==> config.mk <==
export PLATFORM = sky130hd
export DESIGN_NAME = key_event_fifo
export DESIGN_NICKNAME = d
export VERILOG_FILES = /design/src/rtl/key_event_fifo.sv
export SDC_FILE = /design/constraint.sdc
export NUM_CORES = 1
export LEC_CHECK = 0
export BUFFER_PORTS_ARGS = -buffer_cell sky130_fd_sc_hd__buf_2
export CAP_MARGIN = 15
export CORE_ASPECT_RATIO = 1.75
export CORE_MARGIN = 2
export CORE_UTILIZATION = 40
export CTS_CLUSTER_SIZE = 8
export DETAILED_ROUTE_END_ITERATION = 6
export HOLD_SLACK_MARGIN = 0.02
export PLACE_DENSITY = 0.76
export RECOVER_POWER = 25
export SYNTH_ARGS = -nofsm -noshare
export SYNTH_HDL_FRONTEND = slang
export SYNTH_SLANG_ARGS = --single-unit
==> constraint.sdc <==
create_clock -name clk -period 7.2 [get_ports clk]
set_clock_uncertainty 0.05 [all_clocks]
set_input_delay 1.8 -clock clk [delete_from_list [all_inputs] [get_ports clk]]
set_output_delay 1.8 -clock clk [all_outputs]
set_load 0.01 [all_outputs]
==> src/rtl/key_event_fifo.sv <==
// Debounced active-low key bank feeding an event FIFO with DATA/CTRL bus registers and level IRQ.
// Define KEY_DEBOUNCE_EN to require DB_CYCLES of stability before a change is accepted.
module key_event_fifo #(
  parameter int unsigned WIDTH     = 4,
  parameter int unsigned DEPTH     = 4,
  parameter int unsigned DB_CYCLES = 16,
  parameter logic [31:0] KDATA     = 32'hF000_0010,
  parameter logic [31:0] KCTRL     = 32'hF000_0110
) (
  input  logic             clk,
  input  logic             reset_n,
  input  logic [31:0]      abus,
  input  logic [31:0]      dbus,
  input  logic             wren,
  input  logic [WIDTH-1:0] value,
  output logic [31:0]      dbusout,
  output logic             intr
);

  localparam int unsigned PtrW = $clog2(DEPTH);
  localparam int unsigned CntW = PtrW + 1;

  logic [WIDTH-1:0] stable_q, stable_d;
  logic             push;
  logic [WIDTH-1:0] evt_word;

  assign evt_word = ~value;

`ifdef KEY_DEBOUNCE_EN
  localparam int unsigned DbW = $clog2(DB_CYCLES + 1);

  logic [WIDTH-1:0] prev_q;
  logic [DbW-1:0]   db_cnt_q, db_cnt_d;

  // Counter only advances while raw is steady and differs from the accepted value.
  always_comb begin
    stable_d = stable_q;
    db_cnt_d = '0;
    push     = 1'b0;
    if (value == prev_q && value != stable_q) begin
      if (db_cnt_q == DbW'(DB_CYCLES - 1)) begin
        stable_d = value;
        push     = 1'b1;
      end else begin
        db_cnt_d = db_cnt_q + DbW'(1);
      end
    end
  end

  always_ff @(posedge clk) begin
    if (!reset_n) begin
      prev_q   <= value;
      stable_q <= value;
      db_cnt_q <= '0;
    end else begin
      prev_q   <= value;
      stable_q <= stable_d;
      db_cnt_q <= db_cnt_d;
    end
  end
`else
  localparam int unsigned unused_db_cycles = DB_CYCLES;

  always_comb begin
    stable_d = value;
    push     = (value != stable_q);
  end

  always_ff @(posedge clk) begin
    if (!reset_n) begin
      stable_q <= value;
    end else begin
      stable_q <= stable_d;
    end
  end
`endif

  logic [WIDTH-1:0] mem [DEPTH];
  logic [PtrW-1:0]  rd_ptr_q, rd_ptr_d, wr_ptr_q, wr_ptr_d;
  logic [CntW-1:0]  count_q, count_d;
  logic             overrun_q, overrun_d;
  logic             ie_q, ie_d;

  logic rd_data, rd_ctrl, wr_ctrl;
  logic empty, full, pop, accept;

  assign rd_data = !wren && (abus == KDATA);
  assign rd_ctrl = !wren && (abus == KCTRL);
  assign wr_ctrl = wren && (abus == KCTRL);

  assign empty  = (count_q == '0);
  assign full   = (count_q == CntW'(DEPTH));
  assign pop    = rd_data && !empty;
  // A pop in the same cycle frees the slot, so a full FIFO still accepts.
  assign accept = push && (!full || pop);

  always_comb begin
    rd_ptr_d  = rd_ptr_q;
    wr_ptr_d  = wr_ptr_q;
    count_d   = count_q;
    overrun_d = overrun_q;
    ie_d      = ie_q;
    if (pop) rd_ptr_d = rd_ptr_q + PtrW'(1);
    if (accept) wr_ptr_d = wr_ptr_q + PtrW'(1);
    if (accept && !pop) begin
      count_d = count_q + CntW'(1);
    end else if (!accept && pop) begin
      count_d = count_q - CntW'(1);
    end
    if (wr_ctrl) begin
      ie_d = dbus[8];
      if (!dbus[2]) overrun_d = 1'b0;
    end
    if (push && !accept) overrun_d = 1'b1;
  end

  always_ff @(posedge clk) begin
    if (!reset_n) begin
      rd_ptr_q  <= '0;
      wr_ptr_q  <= '0;
      count_q   <= '0;
      overrun_q <= 1'b0;
      ie_q      <= 1'b0;
    end else begin
      rd_ptr_q  <= rd_ptr_d;
      wr_ptr_q  <= wr_ptr_d;
      count_q   <= count_d;
      overrun_q <= overrun_d;
      ie_q      <= ie_d;
    end
  end

  always_ff @(posedge clk) begin
    if (reset_n && accept) mem[wr_ptr_q] <= evt_word;
  end

  logic [3:0] count4;
  assign count4 = 4'(count_q);

  always_comb begin
    dbusout = '0;
    if (rd_data && !empty) begin
      dbusout = 32'(mem[rd_ptr_q]);
    end else if (rd_ctrl) begin
      dbusout = {12'b0, count4, 7'b0, ie_q, 5'b0, overrun_q, 1'b0, !empty};
    end
  end

  assign intr = ie_q && !empty;

  logic unused_dbus;
  assign unused_dbus = ^{dbus[31:9], dbus[7:3], dbus[1:0]};

endmodule

==> qor.csv, run 1 <==
metric;value;unit
status;complete, no violations;
die area;4722;sq um
mean number of vias per cell;4.699;
post-route ant nets;0;
final instance area;1971;sq um
cts hold-fix bufs;0;
DR iter-0 viols;23;
Synth Area per Inst;11.35;sq um
drt wl/cell;11.71;um
required time worst endpoint;5.35;ns
Fin. Hold Viols;0;
post-placement cell area;1868;sq um
sequential fraction of the synthesis area;46.81;%
reg2reg end;count_q[2]$_SDFFE_PN0P_;
area grow syn2layout;18.15;%
final total power;490.6;uW
number of buffers created by CTS;5;
max incr delay on CP;0.69;ns
Max Root-Sink Buffers;2;
Setup TNS;0;ns
TritonCTS clock tree;yes;
Place WS;1.781;ns
Simple-Gate Fraction of Synth Area;19.95;%
DRT Pass-1 Iters;4;
CP cell instances;buf_2 > nor4b_1 > nand4_1 > or4b_1 > and2b_2 > buf_2;
Synth Area in Compound Gates;2.776;%
Final Max Tran Viols;0;
grt ovf;0;
Reg area;780.7;sq um
fillers;390;
Post-CTS Resized;0;
Total Routing Usage GR;13.72;%
Root Buffer;clkbuf_8;
slew margin rel.;46.31;%
Worst Hold Path EP;overrun_q$_SDFFE_PN0P_;
worst-margin pin slew;0.7941;ns
Worst VDD drop;151.9;uV
vias in the first global route;1115;
HP Class;reg2reg;
Core ar.;4073;sq um
htree depth;2;
Setup WS post-layout;1.825;ns
initial core utilization;40.95;%
worst hold path depth;2;
Synth Area in Adders;4.951;%
Worst EP arrival;3.53;ns
# DRC;0;
clk_lat worst skew;0.28;ns
routed via count;1170;
Port Buffers;49;
Peak Freq;0.1860;GHz
critical path class;in2out;
YS warnings;0;
crit-path most repeated cell;buf_2;
Critical R2R Launch;count_q[2]$_SDFFE_PN0P_;
register bit count reported by yosys;31;
Core Rows;31;
die width;52.81;um
post-synth cell types;36;
nets;276;
startpoint types;input port;
Post-Syn Instances;147;
WL final;2.915;mm
mux cell area share after synthesis;7.802;%
Chip Height;89.42;um
first-pass GRT wire length;4.478;mm
top-area cell type share of the netlist area;28.81;%
Setup crit end kind;primary output;
DP HPWL;2.396;mm
Min-Delay Startpoint;overrun_q$_SDFFE_PN0P_;
clock sinks;31;
I/O pins;104;
minimum setup slack among reg-to-reg paths;4.64;ns
r2r worst-path depth;9;
critical-path maximum fanout;8;
crit path time final;5.375;ns
Synth area leaders;edfxtp_1, dfxtp_1, buf_4, mux4_2, ha_1;
slowest cell on the critical path;or4b_1;
xor/xnor cell area share of the yosys netlist;3.676;%
power per cell area;248.9;nW/um^2
clock edge transition at the registers on the reported setup and hold paths;0.06;ns
leading area contributor after synthesis;edfxtp_1;
endpoints failing setup;0;
Post-Syn Area;1668;sq um
fin crit share;74.65;%
MaxCap Viol Count;0;
layout cells sized above 1;31.50;%
Pleak;0.8965;nW
ANT cells;0;
post-CTS setup buffer count;0;
multi-input logic area;743.2;sq um
RSZ-0062 raised after global routing;false;
largest family of logic cells by synthesized area;simple AND/OR/NAND/NOR gates;
initial antenna violation count;0;
GP Congestion;0.7505;
largest net degree at the start of global routing;12;
## critical path: cells and delay by family
family	cells	cell delay (ns)
and+or+nand+nor	4	1.51
buffers and inverters	2	0.21
## per-layer routing
metal  wire, um  track usage (%)  up-vias  share of wire (%)
met3        324            4.849        6                 11
met2       1626            27.16       61                 56
met1        889            10.42      531                 30
li1           -                -      572                  -
met4         74            8.392        0                2.5
met5          0                0        -                  0
## sequential cells by signal (all words and copies together) (netlist names), named ones only
name       flops
count_q        3
stable_q       4
wr_ptr_q       2
overrun_q      1
rd_ptr_q       2
ie_q           1
mem           16
## synthesized netlist by cell type (all sizes together)
library cell and number:
buf 25, edfxtp 16, dfxtp 15, inv 10
nor2 10, nand2 7, nor4 7, xor2 6
ha 5, nor4b 5, and2 4, and3 4
mux2i 4, mux4 4, a21oi 3, o21ai 3
and2b 2, clkbuf 2, nand4 2, nor3 2
or3 2, a21o 1, and3b 1, conb 1
fa 1, nand3 1, nor2b 1, o2bb2ai 1
or4b 1, xnor2 1
## metrics by stage
stage / util (%) / instances / hold slack (ns)
2_1_floorplan: - / 170 / 0.3862
3_3_place_gp: 45.87 / 241 / 0.4029
3_5_place_dp: 45.87 / 241 / 0.4126
4_1_cts: 48.51 / 249 / 0.4231
5_1_grt: 48.39 / 249 / 0.4454
6_report: 48.39 / 249 / 0.4187
## power by group
group          switching [mW]  internal [mW]  total (mW)
Clock                  0.0618          0.101       0.163
Combinational          0.0541         0.0417      0.0958
Sequential             0.0174          0.215       0.232
## cells in the final DEF (no fill, tap or decap), types with 2 or more instances in the layout
cell       n
dfxtp_1   15
edfxtp_1  16
and3_1     4
ha_1       5
o21ai_0    3
clkbuf_8   5
inv_1     10
nor4b_1    3
clkbuf_1   4
and2b_2    2
xor2_1     6
and2_1     4
nor4_1     5
buf_2     45
nand2_1    7
mux4_2     4
a21oi_1    3
or3_1      2
mux2i_1    4
conb_1    24
nor2_1    10
nor3_1     2
## cell families after synthesis
| logic type | Yosys count |
|---|---|
| and+or+nand+nor | 49 |
| buffers and inverters | 37 |
| DFF | 31 |
| AOI/OAI and AO/OA | 8 |
| muxes | 8 |
| xor gates and xnor gates | 7 |
| adders and majority gates | 6 |
| other | 1 |
## worst max path at each step
stage,start,to,slack (ns),cells past startpoint
after global placement,abus[1],dbusout[1],1.80,6
after floorplan,abus[2],dbusout[1],2.22,5
after CTS,abus[17],dbusout[1],1.79,6
final,abus[18],dbusout[1],1.82,6
after global routing,abus[17],dbusout[1],1.67,6
after detailed placement,abus[17],dbusout[1],1.78,6
## final cells by class
cell class | count | share of cell area [%]
Multi-Input combinational cell | 102 | 37.71
Sequential cell | 31 | 39.62
Timing Repair Buffer | 49 | 12.19
Inverter | 10 | 1.905
Clock buffer | 5 | 3.492
Clock inverter | 3 | 1.968
Tap cell | 49 | 3.111
(Power assumes the default switching activity.)
==> inputs of run 2 (changes only) <==
--- a/config.mk
+++ b/config.mk
@@ -5,6 +5,7 @@
 export SDC_FILE = /design/constraint.sdc
 export NUM_CORES = 1
 export LEC_CHECK = 0
+export ABC_AREA = 1
 export BUFFER_PORTS_ARGS = -buffer_cell sky130_fd_sc_hd__buf_2
 export CAP_MARGIN = 15
 export CORE_ASPECT_RATIO = 1.75
@@ -13,7 +14,7 @@
 export CTS_CLUSTER_SIZE = 8
 export DETAILED_ROUTE_END_ITERATION = 6
 export HOLD_SLACK_MARGIN = 0.02
-export PLACE_DENSITY = 0.76
+export PLACE_DENSITY = 0.75
 export RECOVER_POWER = 25
 export SYNTH_ARGS = -nofsm -noshare
 export SYNTH_HDL_FRONTEND = slang
==> constraint.sdc (replaced) <==
create_clock -name clk -period 4.9 [get_ports clk]
set_clock_uncertainty 0.05 [all_clocks]
set_input_delay 1.225 -clock clk [delete_from_list [all_inputs] [get_ports clk]]
set_output_delay 1.225 -clock clk [all_outputs]
set_load 0.01 [all_outputs]
==> run 2 against run 1 <==
  * Total power up 56%
  * Sequential cell count unchanged
  * Die area up 21%
  * Non-clock buffer count unchanged
  * Utilization down 0.90 points
  * Routed wire length up 29%
  * Area after synthesis up 22%
  * Global-route usage up 0.16 points
  * Critical path type unchanged
==> qor.csv, run 2 <==
metric;value;unit
Total Routing Usage GR;13.88;%
Synth area leaders;edfxtp_1, dfxtp_1, nor2_1, buf_4, inv_1;
required time worst endpoint;3.62;ns
Fin. Hold Viols;0;
most frequent cells in the layout;nor2_1, buf_2, inv_1, nand2_1, conb_1;
nets;389;
Worst EP arrival;2.49;ns
Core ar.;4935;sq um
Post-Syn Area;2033;sq um
post-route ant nets;0;
Post-Syn Instances;259;
cts hold-fix bufs;0;
first-pass GRT wire length;6.003;mm
Peak Freq;0.2658;GHz
commonest register cell after synthesis;edfxtp_1;
xor/xnor cell area share of the yosys netlist;2.154;%
top flop regs;mem x16, stable_q x4, count_q x3;
crit-path most repeated cell;buf_2;
Critical R2R Launch;count_q[0]$_SDFFE_PN0P_;
GP Congestion;0.7457;
largest net degree at the start of global routing;14;
DP HPWL;3.139;mm
area grow syn2layout;15.26;%
Synth Area in Compound Gates;6.892;%
power per cell area;327.4;nW/um^2
ANT cells;0;
TritonCTS clock tree;yes;
startpoint types;input port;
die area;5692;sq um
die width;57.90;um
crit path time final;3.762;ns
largest family of logic cells by synthesized area;simple AND/OR/NAND/NOR gates;
max incr delay on CP;0.30;ns
Chip Height;98.32;um
Synth Area per Inst;7.850;sq um
Simple-Gate Fraction of Synth Area;30.71;%
Final Non-Filler Cells;367;
critical-path maximum fanout;13;
final instance area;2344;sq um
I/O pins;104;
status;complete, no violations;
grt ovf;0;
post-synth cell types;31;
Root Buffer;clkbuf_8;
largest register by flop count;mem;
clock edge transition at the registers on the reported setup and hold paths;0.07;ns
layout cells sized above 1;26.52;%
number of buffers created by CTS;5;
Core Rows;34;
Port Buffers;49;
crit path launch;abus[5];
MaxCap Viol Count;0;
utilization after layout;47.49;%
endpoints failing setup;0;
post-placement cell area;2236;sq um
most instantiated library cell after synthesis;nor2_1;
htree depth;2;
Post-synth EDFFs;16;
WL final;3.762;mm
Post-CTS Resized;0;
Setup crit end kind;primary output;
Max Root-Sink Buffers;2;
Setup TNS;0;ns
mux cell area share after synthesis;0;%
mean number of vias per cell;4.599;
multi-input logic area;980.9;sq um
YS warnings;0;
routed via count;1688;
Worst VDD drop;223.0;uV
# DRC;0;
Synth top cells by count;nor2_1, inv_1, nand2_1;
leading area contributor after synthesis;edfxtp_1;
post-CTS setup buffer count;0;
fin crit share;76.78;%
DRT Pass-1 Iters;4;
clock sinks;31;
Async SR Flop Fraction;0;%
clk_lat worst skew;0.29;ns
Synth Area in Adders;4.062;%
most common cell after layout, fill and taps aside;nor2_1;
initial antenna violation count;0;
critical path class;in2out;
drt wl/cell;10.25;um
Pleak;1.093;nW
register bit count reported by yosys;31;
Min-Delay Startpoint;overrun_q$_SDFFE_PN0P_;
initial core utilization;41.20;%
RSZ-0062 raised after global routing;false;
HP Class;reg2reg;
slowest cell on the critical path;nand3_2;
CP cell instances;buf_2 > inv_1 > nand2_1 > nor2_2 > nand2_2 > nor2_4 > nand3_2 > a21oi_2 > buf_2;
DR iter-0 viols;66;
fillers;501;
vias in the first global route;1532;
sequential fraction of the synthesis area;38.40;%
max reg flops;16;
placed insts;359;
Final Max Tran Viols;0;
top-area cell type share of the netlist area;23.63;%
Reg area;780.7;sq um
run 2: cell types whose count changed after synthesis, moves of 6 or more:
| cell | previous run | this run |
|---|---|---|
| nor3_2 | 0 | 7 |
| nand3_1 | 1 | 11 |
| o21ai_0 | 3 | 11 |
| nor2_1 | 10 | 49 |
| nand4_1 | 1 | 7 |
| nand2_1 | 7 | 29 |
| inv_1 | 10 | 40 |
run 2: worst paths after layout:
path	endpoint	cells past startpoint	slack, ns
worst min register to register	overrun_q$_SDFFE_PN0P_	2	0.44
worst max-delay path	dbusout[1]	9	1.14
worst max register to register	count_q[2]$_SDFFE_PN0P_	13	2.23
worst min-delay path	overrun_q$_SDFFE_PN0P_	2	0.44
run 2: cells by family (layout without fill, tap and decap cells):
| family | after synthesis | in the layout |
|---|---|---|
| AO/OA/AOI/OAI | 25 | 25 |
| AND/OR/NAND/NOR | 122 | 122 |
| other | 1 | 24 |
| XOR/XNOR | 5 | 5 |
| adder cells (fa/ha/maj) | 6 | 6 |
| buffers and inverters | 69 | 100 |
| flip-flops | 31 | 31 |
run 2: power by group:
part / switching (mW) / internal, mW / total [mW]
combinational: 0.108 / 0.0668 / 0.175
clock: 0.0979 / 0.151 / 0.249
sequential: 0.0280 / 0.315 / 0.343
run 2: final cells by class:
cell class                 instances  share of cell area, %
clock inverter                     3                  1.869
sequential                        31                  33.32
timing repair buffer              49                  10.25
clock buffer                       5                  2.936
tap                               54                  2.883
multi-input combinational        182                  41.86
inverter                          43                  6.887
run 2: critical path, delay by kind of cell:
family	cells	cell delay, ns
and+or+nand+nor	5	0.72
buffers and inverters	3	0.31
AOI/OAI and AO/OA	1	0.22
run 2: stage by stage:
stage	power, mW	hold WS [ns]	worst slack, ns
after CTS	0.7734	0.4366	1.115
final	0.7672	0.4365	1.138
after global routing	0.8203	0.4612	0.9934
after floorplan	0.4868	0.3981	1.540
after detailed placement	0.5249	0.4253	1.114
after global placement	0.5180	0.4105	1.151
run 2: routing by layer:
| layer | vias up | GRT usage [%] | wire, um |
|---|---|---|---|
| li1 | 877 | - | - |
| met1 | 746 | 10.59 | 1207 |
| met2 | 56 | 28.41 | 2184 |
| met3 | 9 | 2.252 | 229 |
| met4 | 0 | 9.481 | 140 |
| met5 | - | 0 | 0 |
==> inputs of run 3 (changes only) <==
==> constraint.sdc (replaced) <==
create_clock -name clk -period 3.4 [get_ports clk]
set_clock_uncertainty 0.05 [all_clocks]
set_input_delay 0.85 -clock clk [delete_from_list [all_inputs] [get_ports clk]]
set_output_delay 0.85 -clock clk [all_outputs]
set_load 0.01 [all_outputs]
==> run 3 against run 2 <==
  * Total power increased by 42%
  * Final area up 0.11%
  * Register-to-register slack worse by 1.2 ns
  * Utilization rose by 0.051 points
  * Worst hold slack lost 0.015 ns
  * First-iteration DRC count down 24%
  * Sequential cell count unchanged
  * Via count fell by 1.4%
  * Clock-buffer cell count stayed put
  * Critical path depth grew 2
  * Final cell count rose by 0.27%
  * Largest cell class unchanged
  * Largest power group unchanged
  * Highest routed layer unchanged
==> qor.csv, run 3 (synthesis results as in run 2) <==
metric;value;unit
endpoints failing setup;0;
Total Routing Usage GR;14.29;%
minimum setup slack among reg-to-reg paths;1.02;ns
ANT cells;0;
worst hold path depth;2;
htree depth;2;
initial antenna violation count;0;
sw frac;29.59;%
DP HPWL;3.055;mm
I/O pins;104;
startpoint types;input port;
first-pass GRT wire length;6.141;mm
critical-path maximum fanout;12;
sequential share of power;45.4;%
nets;390;
Min-Delay Startpoint;overrun_q$_SDFFE_PN0P_;
status;complete, no violations;
MaxCap Viol Count;0;
clock sinks;31;
drt wl/cell;9.788;um
Setup crit end kind;primary output;
# DRC;0;
reg2reg end;count_q[2]$_SDFFE_PN0P_;
CP cell instances;buf_2 > inv_1 > nand2_1 > nor2_2 > nand2_2 > nor2_4 > nand3_2 > buf_4 > nand3_1 > inv_1 > buf_2;
Chip Height;98.32;um
Fin. Hold Viols;0;
Peak Freq;0.3434;GHz
DR iter-0 viols;50;
Post-CTS Resized;0;
r2r worst-path depth;13;
Pleak;1.095;nW
max incr delay on CP;0.21;ns
Critical R2R Launch;count_q[0]$_SDFFE_PN0P_;
combinational group share of total power;23.3;%
post-CTS setup buffer count;0;
mean number of vias per cell;4.524;
die width;57.90;um
Max Root-Sink Buffers;2;
gr busiest metal;met2;
Core ar.;4935;sq um
Final Max Tran Viols;0;
initial core utilization;41.20;%
clk_lat worst skew;0.28;ns
Worst EP arrival;2.01;ns
Int Pwr;765.2;uW
critical path class;in2out;
TritonCTS clock tree;yes;
GP Congestion;0.7445;
max reg flops;16;
fin crit share;85.66;%
hold slack;0.4217;ns
cts hold-fix bufs;0;
Worst VDD drop;367.1;uV
required time worst endpoint;2.50;ns
largest net degree at the start of global routing;13;
post-route ant nets;0;
die area;5692;sq um
clock share of power;31.3;%
RSZ-0062 raised after global routing;false;
vias in the first global route;1593;
met3 usage;3.046;%
top flop regs;mem x16, stable_q x4, count_q x3;
met2 global-route usage;28.32;%
DRT Pass-1 Iters;4;
WL final;3.602;mm
grt ovf;0;
most common cell after layout, fill and taps aside;nor2_1;
most frequent cells in the layout;nor2_1, buf_2, inv_1, nand2_1, conb_1;
area grow syn2layout;15.38;%
Port Buffers;49;
HP Class;reg2reg;
routing usage on met1;11.63;%
layout cells sized above 1;26.43;%
Worst Hold Path EP;overrun_q$_SDFFE_PN0P_;
Setup TNS;0;ns
Psw;321.6;uW
largest register by flop count;mem;
routed via count;1665;
crit path time final;2.912;ns
number of buffers created by CTS;5;
Root Buffer;clkbuf_8;
slowest cell on the critical path;buf_4;
clock edge transition at the registers on the reported setup and hold paths;0.06;ns
power per cell area;463.2;nW/um^2
Core Rows;34;
utilization after layout;47.54;%
-- run 3: changes by cell type in the layout (fill, tap and decap cells not counted) --
cell	change
buf_4	+1
clkinv_1	+1
clkinv_4	-1
-- run 3: stage by stage --
stage | setup WS, ns | std cells | area (sq um) | power, mW
final | 0.4875 | 368 | 2346 | 1.087
after global routing | 0.3365 | 368 | 2346 | 1.172
after CTS | 0.4706 | 368 | 2351 | 1.103
after detailed placement | 0.3963 | 360 | 2243 | 0.7583
after global placement | 0.4160 | 360 | 2243 | 0.7466
after floorplan | 0.6640 | 282 | 2120 | 0.7015
-- run 3: cell type report --
| class | instances | area [sq um] |
|---|---|---|
| Clock inverter | 3 | 38.79 |
| Sequential cell | 31 | 780.7 |
| Clock buffer | 5 | 68.82 |
| Tap cell | 54 | 67.56 |
| Multi-Input combinational cell | 182 | 980.9 |
| Inverter | 43 | 161.4 |
| Fill cell | 486 | 2589 |
| Timing Repair Buffer | 50 | 247.7 |
-- run 3: how the worst max path moves through the flow --
stage,depth (start not counted),slack [ns],to,from
floorplan,15,0.66,count_q[2]$_SDFFE_PN0P_,abus[3]
global placement,17,0.42,count_q[2]$_SDFFE_PN0P_,abus[5]
detailed placement,17,0.40,count_q[2]$_SDFFE_PN0P_,abus[5]
CTS,12,0.47,dbusout[16],abus[5]
global route,12,0.34,dbusout[16],abus[5]
finish,11,0.49,dbusout[16],abus[5]
-- run 3: power by group through the flow --
stage          Sequential, mW  Clock, mW  Combinational, mW
6_report                0.494      0.340              0.253
5_1_grt                 0.502      0.369              0.302
4_1_cts                 0.495      0.350              0.258
3_5_place_dp            0.503          0              0.256
3_3_place_gp            0.500          0              0.246
2_1_floorplan           0.494          0              0.207
-- run 3: critical path, delay by kind of cell --
family / cells / cell delay (ns)
simple gates: 6 / 0.63
buf+inv: 5 / 0.53
-- run 3: per-layer routing --
layer  wire length, um  vias to the layer above  part of all wire, %
met3               240                        7                  6.7
met4               113                        0                  3.1
met2              2129                       58                   59
met5                 0                        -                    0
met1              1119                      726                   31
li1                  -                      874                    -
